[config.mk]
export PLATFORM = sky130hd
export DESIGN_NAME = gnn_layer_seq
export DESIGN_NICKNAME = d
export VERILOG_FILES = /design/src/rtl/gnn_layer_seq.sv
export SDC_FILE = /design/constraint.sdc
export NUM_CORES = 2
export LEC_CHECK = 0
export CAP_MARGIN = 20
export CORE_ASPECT_RATIO = 1.25
export CORE_MARGIN = 5
export CORE_UTILIZATION = 51
export CTS_CLUSTER_DIAMETER = 100
export CTS_CLUSTER_SIZE = 12
export DETAILED_ROUTE_END_ITERATION = 10
export PLACE_DENSITY_LB_ADDON = 0.08
export RECOVER_POWER = 25
export SYNTH_ARGS = -nofsm -noshare
export SYNTH_HDL_FRONTEND = slang
export SYNTH_SLANG_ARGS = --single-unit
[constraint.sdc]
create_clock -name clk -period 17 [get_ports clk]
set_clock_uncertainty 0.1 [all_clocks]
set_input_delay 2.55 -clock clk [delete_from_list [all_inputs] [get_ports clk]]
set_output_delay 2.55 -clock clk [all_outputs]
set_load 0.01 [all_outputs]
[src/rtl/gnn_layer_seq.sv]
// gnn_layer_seq: time-multiplexed single GNN layer.
//   Self-inclusive neighbour aggregation over a runtime adjacency mask (one
//   node per cycle), then a dense N_IN -> N_OUT transform through one shared
//   dot-product unit (one (node, out) pair per cycle, out index innermost).
//
// Ports:
//   clk, rst         clock / asynchronous active-high reset
//   in_valid/ready   input batch handshake (accepted only in IDLE)
//   x_flat           features, x[n][f] = x_flat[(n*N_IN+f)*XW +: XW]
//   w_flat           weights,  w[f][o] = w_flat[(f*N_OUT+o)*WW +: WW]
//   adj              adj[i*N_NODES+j] = 1 means node j feeds node i
//   out_valid/ready  result handshake (held in DONE)
//   y_flat           results,  y[n][o] = y_flat[(n*N_OUT+o)*OW +: OW], signed
//   busy             high whenever the block is not IDLE
//
// Build option: define GNN_RELU_EN to clamp every stored result at zero.

module gnn_layer_seq #(
  parameter int N_NODES = 4,
  parameter int N_IN    = 4,
  parameter int N_OUT   = 4,
  parameter int XW      = 5,
  parameter int WW      = 5
) (
  input  logic                          clk,
  input  logic                          rst,
  input  logic                          in_valid,
  output logic                          in_ready,
  input  logic [N_NODES*N_IN*XW-1:0]    x_flat,
  input  logic [N_IN*N_OUT*WW-1:0]      w_flat,
  input  logic [N_NODES*N_NODES-1:0]    adj,
  output logic                          out_valid,
  input  logic                          out_ready,
  output logic [N_NODES*N_OUT*(XW+$clog2(N_NODES)+WW+$clog2(N_IN))-1:0] y_flat,
  output logic                          busy
);

  localparam int AGW = XW + $clog2(N_NODES);
  localparam int OW  = AGW + WW + $clog2(N_IN);
  localparam int NCW = (N_NODES > 1) ? $clog2(N_NODES) : 1;
  localparam int OCW = (N_OUT > 1) ? $clog2(N_OUT) : 1;

  typedef enum logic [1:0] {IDLE, AGGR, XFORM, DONE} state_t;

  state_t state, state_next;

  logic [NCW-1:0] node_cnt;
  logic [OCW-1:0] out_cnt;

  logic signed [XW-1:0]  x_r   [N_NODES][N_IN];
  logic signed [WW-1:0]  w_r   [N_IN][N_OUT];
  logic [N_NODES-1:0]    adj_r [N_NODES];
  logic signed [AGW-1:0] a_r   [N_NODES][N_IN];
  logic signed [OW-1:0]  y_r   [N_NODES][N_OUT];

  logic signed [AGW-1:0] agg_sum [N_IN];
  logic signed [OW-1:0]  acc;
  logic signed [OW-1:0]  a_ext;
  logic signed [OW-1:0]  w_ext;
  logic signed [OW-1:0]  y_next;

  logic last_node;
  logic last_out;
  logic accept;

  assign last_node = (node_cnt == NCW'(N_NODES - 1));
  assign last_out  = (out_cnt == OCW'(N_OUT - 1));
  assign accept    = (state == IDLE) && in_valid;

  assign in_ready  = (state == IDLE);
  assign out_valid = (state == DONE);
  assign busy      = (state != IDLE);

  // State register.
  always_ff @(posedge clk or posedge rst) begin
    if (rst) state <= IDLE;
    else     state <= state_next;
  end

  // Next-state logic: AGGR walks the nodes, XFORM walks (node, out) pairs.
  always_comb begin
    state_next = state;
    case (state)
      IDLE:  if (in_valid) state_next = AGGR;
      AGGR:  if (last_node) state_next = XFORM;
      XFORM: if (last_node && last_out) state_next = DONE;
      DONE:  if (out_ready) state_next = IDLE;
      default: state_next = IDLE;
    endcase
  end

  // Aggregation for the current node. The self term is forced in, so the
  // diagonal adjacency bits never matter.
  always_comb begin
    for (int f = 0; f < N_IN; f++) begin
      agg_sum[f] = '0;
      for (int j = 0; j < N_NODES; j++) begin
        if ((NCW'(j) == node_cnt) || adj_r[node_cnt][j])
          agg_sum[f] = agg_sum[f] +
                       {{(AGW-XW){x_r[j][f][XW-1]}}, x_r[j][f]};
      end
    end
  end

  // Shared dot-product unit. Operands are sign-extended to OW first so the
  // truncated OW-bit product and sum are exact.
  always_comb begin
    acc   = '0;
    a_ext = '0;
    w_ext = '0;
    for (int f = 0; f < N_IN; f++) begin
      a_ext = {{(OW-AGW){a_r[node_cnt][f][AGW-1]}}, a_r[node_cnt][f]};
      w_ext = {{(OW-WW){w_r[f][out_cnt][WW-1]}}, w_r[f][out_cnt]};
      acc   = acc + a_ext * w_ext;
    end
`ifdef GNN_RELU_EN
    y_next = acc[OW-1] ? '0 : acc;
`else
    y_next = acc;
`endif
  end

  // Datapath and counters: capture on accept, store aggregates in AGGR,
  // store results in XFORM. y is only touched by XFORM writes and reset.
  always_ff @(posedge clk or posedge rst) begin
    if (rst) begin
      node_cnt <= '0;
      out_cnt  <= '0;
      for (int n = 0; n < N_NODES; n++) begin
        adj_r[n] <= '0;
        for (int f = 0; f < N_IN; f++) begin
          x_r[n][f] <= '0;
          a_r[n][f] <= '0;
        end
        for (int o = 0; o < N_OUT; o++) y_r[n][o] <= '0;
      end
      for (int f = 0; f < N_IN; f++)
        for (int o = 0; o < N_OUT; o++) w_r[f][o] <= '0;
    end else begin
      case (state)
        IDLE: begin
          if (accept) begin
            node_cnt <= '0;
            out_cnt  <= '0;
            for (int n = 0; n < N_NODES; n++) begin
              adj_r[n] <= adj[n*N_NODES +: N_NODES];
              for (int f = 0; f < N_IN; f++)
                x_r[n][f] <= x_flat[(n*N_IN+f)*XW +: XW];
            end
            for (int f = 0; f < N_IN; f++)
              for (int o = 0; o < N_OUT; o++)
                w_r[f][o] <= w_flat[(f*N_OUT+o)*WW +: WW];
          end
        end
        AGGR: begin
          for (int f = 0; f < N_IN; f++) a_r[node_cnt][f] <= agg_sum[f];
          node_cnt <= last_node ? '0 : node_cnt + NCW'(1);
          out_cnt  <= '0;
        end
        XFORM: begin
          y_r[node_cnt][out_cnt] <= y_next;
          if (last_out) begin
            out_cnt  <= '0;
            node_cnt <= last_node ? '0 : node_cnt + NCW'(1);
          end else begin
            out_cnt <= out_cnt + OCW'(1);
          end
        end
        default: ;
      endcase
    end
  end

  // Flatten the result registers onto the output bus.
  for (genvar n = 0; n < N_NODES; n++) begin : g_y_node
    for (genvar o = 0; o < N_OUT; o++) begin : g_y_out
      assign y_flat[(n*N_OUT+o)*OW +: OW] = y_r[n][o];
    end
  end

endmodule
# Word level (Yosys, flattened, before mapping)
# Cells that the tools add are included.
[totals]
regBits = 518
in_bits = 180
wordCells = 190
[classes]
addsub = 17
mul = 4
magnitude_cmp = 4
eq_ne = 14
n_mux = 62
n_bitwise = 2
reduce_logical = 16
[op_table]
columns = ["op", "n"]
rows = [
  ["$bwmux W112", 4],
  ["$bwmux W224", 1],
  ["$demux W28 S2", 4],
  ["$mux W7", 17],
  ["$demux W56 S2", 1],
  ["$add A7 B7 Y7", 12],
  ["$mux W28", 3],
  ["$bmux W28 S2", 1],
  ["$mux W56", 1],
  ["$mul A7 B5 Y12", 4],
  ["$bmux W5 S2", 4],
  ["$mux W5", 8],
  ["$demux W14 S2", 1],
  ["$mux W14", 2],
  ["$mux W21", 1],
  ["$mux W2", 8],
  ["$add A13 B12 Y14", 1],
  ["$add A14 B12 Y14", 1],
  ["$add A12 B12 Y13", 1],
  ["$pmux W2 S3", 2],
  ["$bmux W4 S2", 1],
  ["$eq A2 B2 Y1 const B", 4],
  ["$mux W4", 2],
  ["$ne A2 B2 Y1 const B", 4],
  ["other kinds (17)", 31],
]

# Depth between registers and ports, before layout
[logic_depth]
word_depth = 16
depth_mapped = 30

# Worst setup path before layout
# No wires, ideal clock.
[synth_timing]
path_kind = "register to register"
from = "register out_cnt[0]"
to = "register y_r (netlist bit y_flat[13])"
arrival_ns = 7.426
t_required_ns = 16.767
setup_slack_ns = 9.341
stages_incl_launch_ff = 25
period_less_slack_ns = 7.659
cell_sequence = "dfrtp_1 -> clkbuf_1 -> buf_1 -> mux4_2 -> and2_1 -> fa_1 -> fa_1 -> inv_1 -> fa_1 -> inv_1 -> fa_1 -> fa_1 -> fa_1 -> inv_1 -> fa_1 -> inv_1 -> ha_1 -> o21ai_0 -> o21ai_1 -> o311a_1 -> o21bai_1 -> o211ai_1 -> xnor2_1 -> clkbuf_1 -> o21ai_0"
[synth_between]
elab_chain_len = 9
elab_cells_between_ends = 28
cone_classes = "add/sub: 3; mul: 4; order compare: 2; mux: 17; bitwise: 1; reduce/logical: 1"
[synth_lines]
columns = ["element", "line", "source"]
rows = [
  ["start, declared", "48", "logic [OCW-1:0] out_cnt;"],
  ["start signal, assigned", "166", "out_cnt <= out_cnt + OCW'(1);"],
  ["$not A2 Y3 (implied by the code) *", "113, 161", ""],
  ["$bmux W5 S2", "113", "w_ext = {{(OW-WW){w_r[f][out_cnt][WW-1]}}, w_r[f][out_cnt]};"],
  ["$mux W5 (implied by the code) (2 in series)", "113", ""],
  ["$mul A7 B5 Y12", "114", "acc = acc + a_ext * w_ext;"],
  ["$add A12 B12 Y13", "114", ""],
  ["$add A13 B12 Y14", "114", ""],
  ["$add A14 B12 Y14", "114", ""],
  ["$bwmux W224 *", "161", "y_r[node_cnt][out_cnt] <= y_next;"],
  ["end signal, assigned by index", "161", ""],
  ["end, declared", "54", "logic signed [OW-1:0] y_r [N_NODES][N_OUT];"],
]
# Every way passes the cells marked *; elsewhere a longest branch is shown, timed or not. The select of a mux whose other input is x is not followed.
# A chain may end at the register's enable or synchronous reset.

# Worst setup path in the final report
[layout_timing]
from = "register out_cnt[0]"
to = "register y_r (netlist bit y_flat[204])"
# Same word-level chain as after synthesis.

==> results_dict.tcl <==
set metrics [dict create \
    first_pass_iters 8 \
    finalCriticalPeriod_ps 8419 \
    critPathMaxStageDelay_ps 780 \
    fp.dieH_um 283.8 \
    hold_viol_final 0 \
    post_cts_buffers 0 \
    yosysTopAreaCell "dfrtp_1" \
    status "complete, but fails checks" \
    synth_top_area_share_pct 42.37 \
    grt_max_degree 176 \
    grt_pass1_vias 23094 \
    max_cap_violations 2 \
    remaining_drc_errors 0 \
    worst_slew_pin_slew_ps 1648 \
    grt_usage_pct 26.58 \
    final.setup.tns_ps 0 \
    grt_overflow 0 \
    min_to "y_flat[64]" \
    ant_nets 0 \
    cts_hold_buf 0 \
    place_hpwl_mm 67.89 \
    vias_per_cell 5.578 \
    crit_path_max_fanout 16 \
    final_core_util_pct 61.90 \
    routabilityCongestion 1.041 \
    vias 21764 \
    critPathKind "flop to flop" \
    synth_area_sq_mm 0.03059 \
    ctsResizeCount 0 \
    dieArea_sq_mm 0.06502 \
    wire_per_inst_um 22.33 \
    slew-limit-headroom_pct -9.869 \
    ys_async_sr_fraction_pct 100.0 \
    pin_count 407 \
    syn_avg_cell_area_sq_um 10.99 \
    final_area_sq_mm 0.03686 \
    hold_path_class "flop to flop" \
    yosysWarnings 0 \
    drv_slew 58 \
    synthTopCellsByArea "dfrtp_1 (42%), fa_1 (12%), mux2_2 (9.6%)" \
    ys.flop_type "dfrtp_1" \
    ff2ff_setup_slack_ps 8580 \
    finalCritPeriodShare_pct 49.52 \
    drtIter0Drc 1294 \
    root_buffer "clkbuf_16" \
    start_util_pct 51.37 \
    crit_chain "buf_4, mux2_2, o21ai_0, inv_1, fa_1, fa_1, inv_1, fa_1, inv_1, fa_1, fa_1, fa_1, inv_1, fa_1, inv_1, ha_1, nor2b_1, o21ai_1, a21oi_1, o21ai_0, nand2b_1, xnor2_2, o21ai_0" \
    layout-area-overhead-vs-synth_pct 20.49 \
    dpl_cell_area_sq_mm 0.03530 \
    cts_max_path_buffers 3 \
    cp-start-kind "flop" \
    rsz0062_at_grt "false" \
    rows 100 \
    violations "max-capacitance violations, max-slew violations" \
    ys_types 50 \
    layout.nets 3624 \
    crit_top_cell "fa_1" \
    worstReg2RegEnd "y_flat[204]" \
    grt_pass1_wl_mm 135.1 \
    worstPathArrival_ps 8730 \
    cts_tree "yes" \
    r2r_cells 23 \
    io_buffers 406 \
    dieWidth_um 229.1 \
    layout-drive-gt1-share_pct 13.93 \
    path_clk_slew_ps 60 \
    min_from "y_flat[64]" \
    ys_seq_area_share_pct 42.37 \
    final-setup-viol-count 0 \
    cp.required_ps 17310 \
    synth_nets 3286 \
    synth_seq_cells 518 \
    slowest_stage "xnor2_2" \
    core_sq_mm 0.05956 \
    grt_antenna_before_repair 13 \
    clock_sinks 518 \
    worstHoldPathCells 2 \
    cts-buffers-inserted 49 \
    postSynthCellCount 2785 \
    routed_wl_mm 87.12 \
    cp-end-kind "flop" \
    fmax_ghz 0.1188 \
    reg2reg_from "out_cnt[0]" \
    synth_edf_count 0 \
    clk_latency_ps 620 \
    h-tree-depth 2 \
]
layer usage:
metal	track usage [%]	wire (um)	vias to the layer above
li1	-	-	10013
met1	30.18	31560	10950
met2	49.58	47330	607
met3	3.953	3876	184
met4	11.42	4292	10
met5	0	68	-
worst max-delay path by stage:
stage                     from          end  slack, ps
CTS                 out_cnt[0]  y_flat[204]       8470
global route        out_cnt[0]  y_flat[218]       8000
detailed placement  out_cnt[0]  y_flat[106]       8540
floorplan                  rst       a_r[0]       7310
finish              out_cnt[0]  y_flat[204]       8580
global placement    out_cnt[0]   y_flat[40]       8610
cell type report:
cell class | instances | area [sq um]
antenna | 8 | 20.02
clock buffer | 51 | 1234
clock inverter | 6 | 120.1
fill | 4856 | 22690
inverter | 236 | 887.1
multi-input combinational | 1879 | 16240
sequential | 518 | 12970
tap | 765 | 957.2
timing repair buffer | 439 | 4444
synthesized netlist by cell type (14+ instances only):
| master | n |
|---|---|
| dfrtp_1 | 518 |
| nand2_1 | 376 |
| o21ai_0 | 276 |
| mux2_2 | 261 |
| inv_1 | 236 |
| fa_1 | 180 |
| ha_1 | 141 |
| clkbuf_1 | 126 |
| a21oi_1 | 105 |
| and2_1 | 86 |
| nor2_1 | 75 |
| mux4_2 | 50 |
| xnor2_1 | 37 |
| o311ai_0 | 32 |
| nand3_1 | 30 |
| nand2b_1 | 25 |
| xor2_1 | 23 |
| a21o_1 | 21 |
| nor2b_1 | 19 |
| o21ai_1 | 19 |
| and3_1 | 16 |
| mux2i_1 | 14 |
layout by cell type, fill, tap and decap left out, types with 17 or more instances in the layout:
cell type / Yosys / routed
mux4_2: 50 / 50
clkbuf_16: 0 / 49
dlygate4sd3_1: 0 / 37
nor2_1: 75 / 74
mux2_2: 261 / 261
dfrtp_1: 518 / 515
fa_1: 180 / 180
buf_4: 1 / 17
inv_1: 236 / 235
and2_1: 86 / 86
nor2b_1: 19 / 19
clkdlybuf4s50_1: 0 / 369
nand2b_1: 25 / 25
ha_1: 141 / 141
o21ai_1: 19 / 19
a21o_1: 21 / 21
nand3_1: 30 / 30
o21ai_0: 276 / 276
a21oi_1: 105 / 104
nand2_1: 376 / 373
xnor2_1: 37 / 34
xor2_1: 23 / 19
o311ai_0: 32 / 32
registers in the layout, indices dropped and copies added, names as in the netlist:
name,flops
a_r,112
adj_r,16
node_cnt,2
out_cnt,2
state,2
w_r,80
x_r,80
y_flat,224
worst max-delay path, delay by kind of cell (launching register included):
kind / cells / cell delay [ps]
fa+ha+maj: 8 / 3830
compound gates: 5 / 1340
buf+inv: 6 / 810
xor+xnor: 1 / 780
flops: 1 / 650
mux: 1 / 370
simple gates: 2 / 330
logic make-up (layout without fill, tap and decap cells):
| kind of cell | after synthesis | in the layout | share of synthesized area (%) |
|---|---|---|---|
| and+or+nand+nor | 654 | 654 | 9.598 |
| DFF | 518 | 518 | 42.37 |
| AOI/OAI and AO/OA | 504 | 504 | 9.255 |
| buffers and inverters | 388 | 732 | 4.850 |
| muxes | 336 | 336 | 14.37 |
| adders and majority gates | 321 | 321 | 17.54 |
| xor gates and xnor gates | 64 | 64 | 2.012 |
| other | 0 | 8 | 0 |
through the flow:
step                instances  hold WS, ps  setup WS (ps)
floorplan                2785        340.7           7314
global placement         3823        356.0           8611
detailed placement       3825        368.7           8539
CTS                      3882        381.5           8466
global route             3902        397.7           8002
finish                   3902        374.9           8581
Power is not shown: default switching activity piles up to over one toggle a cycle in this logic, so the estimate is an artifact.
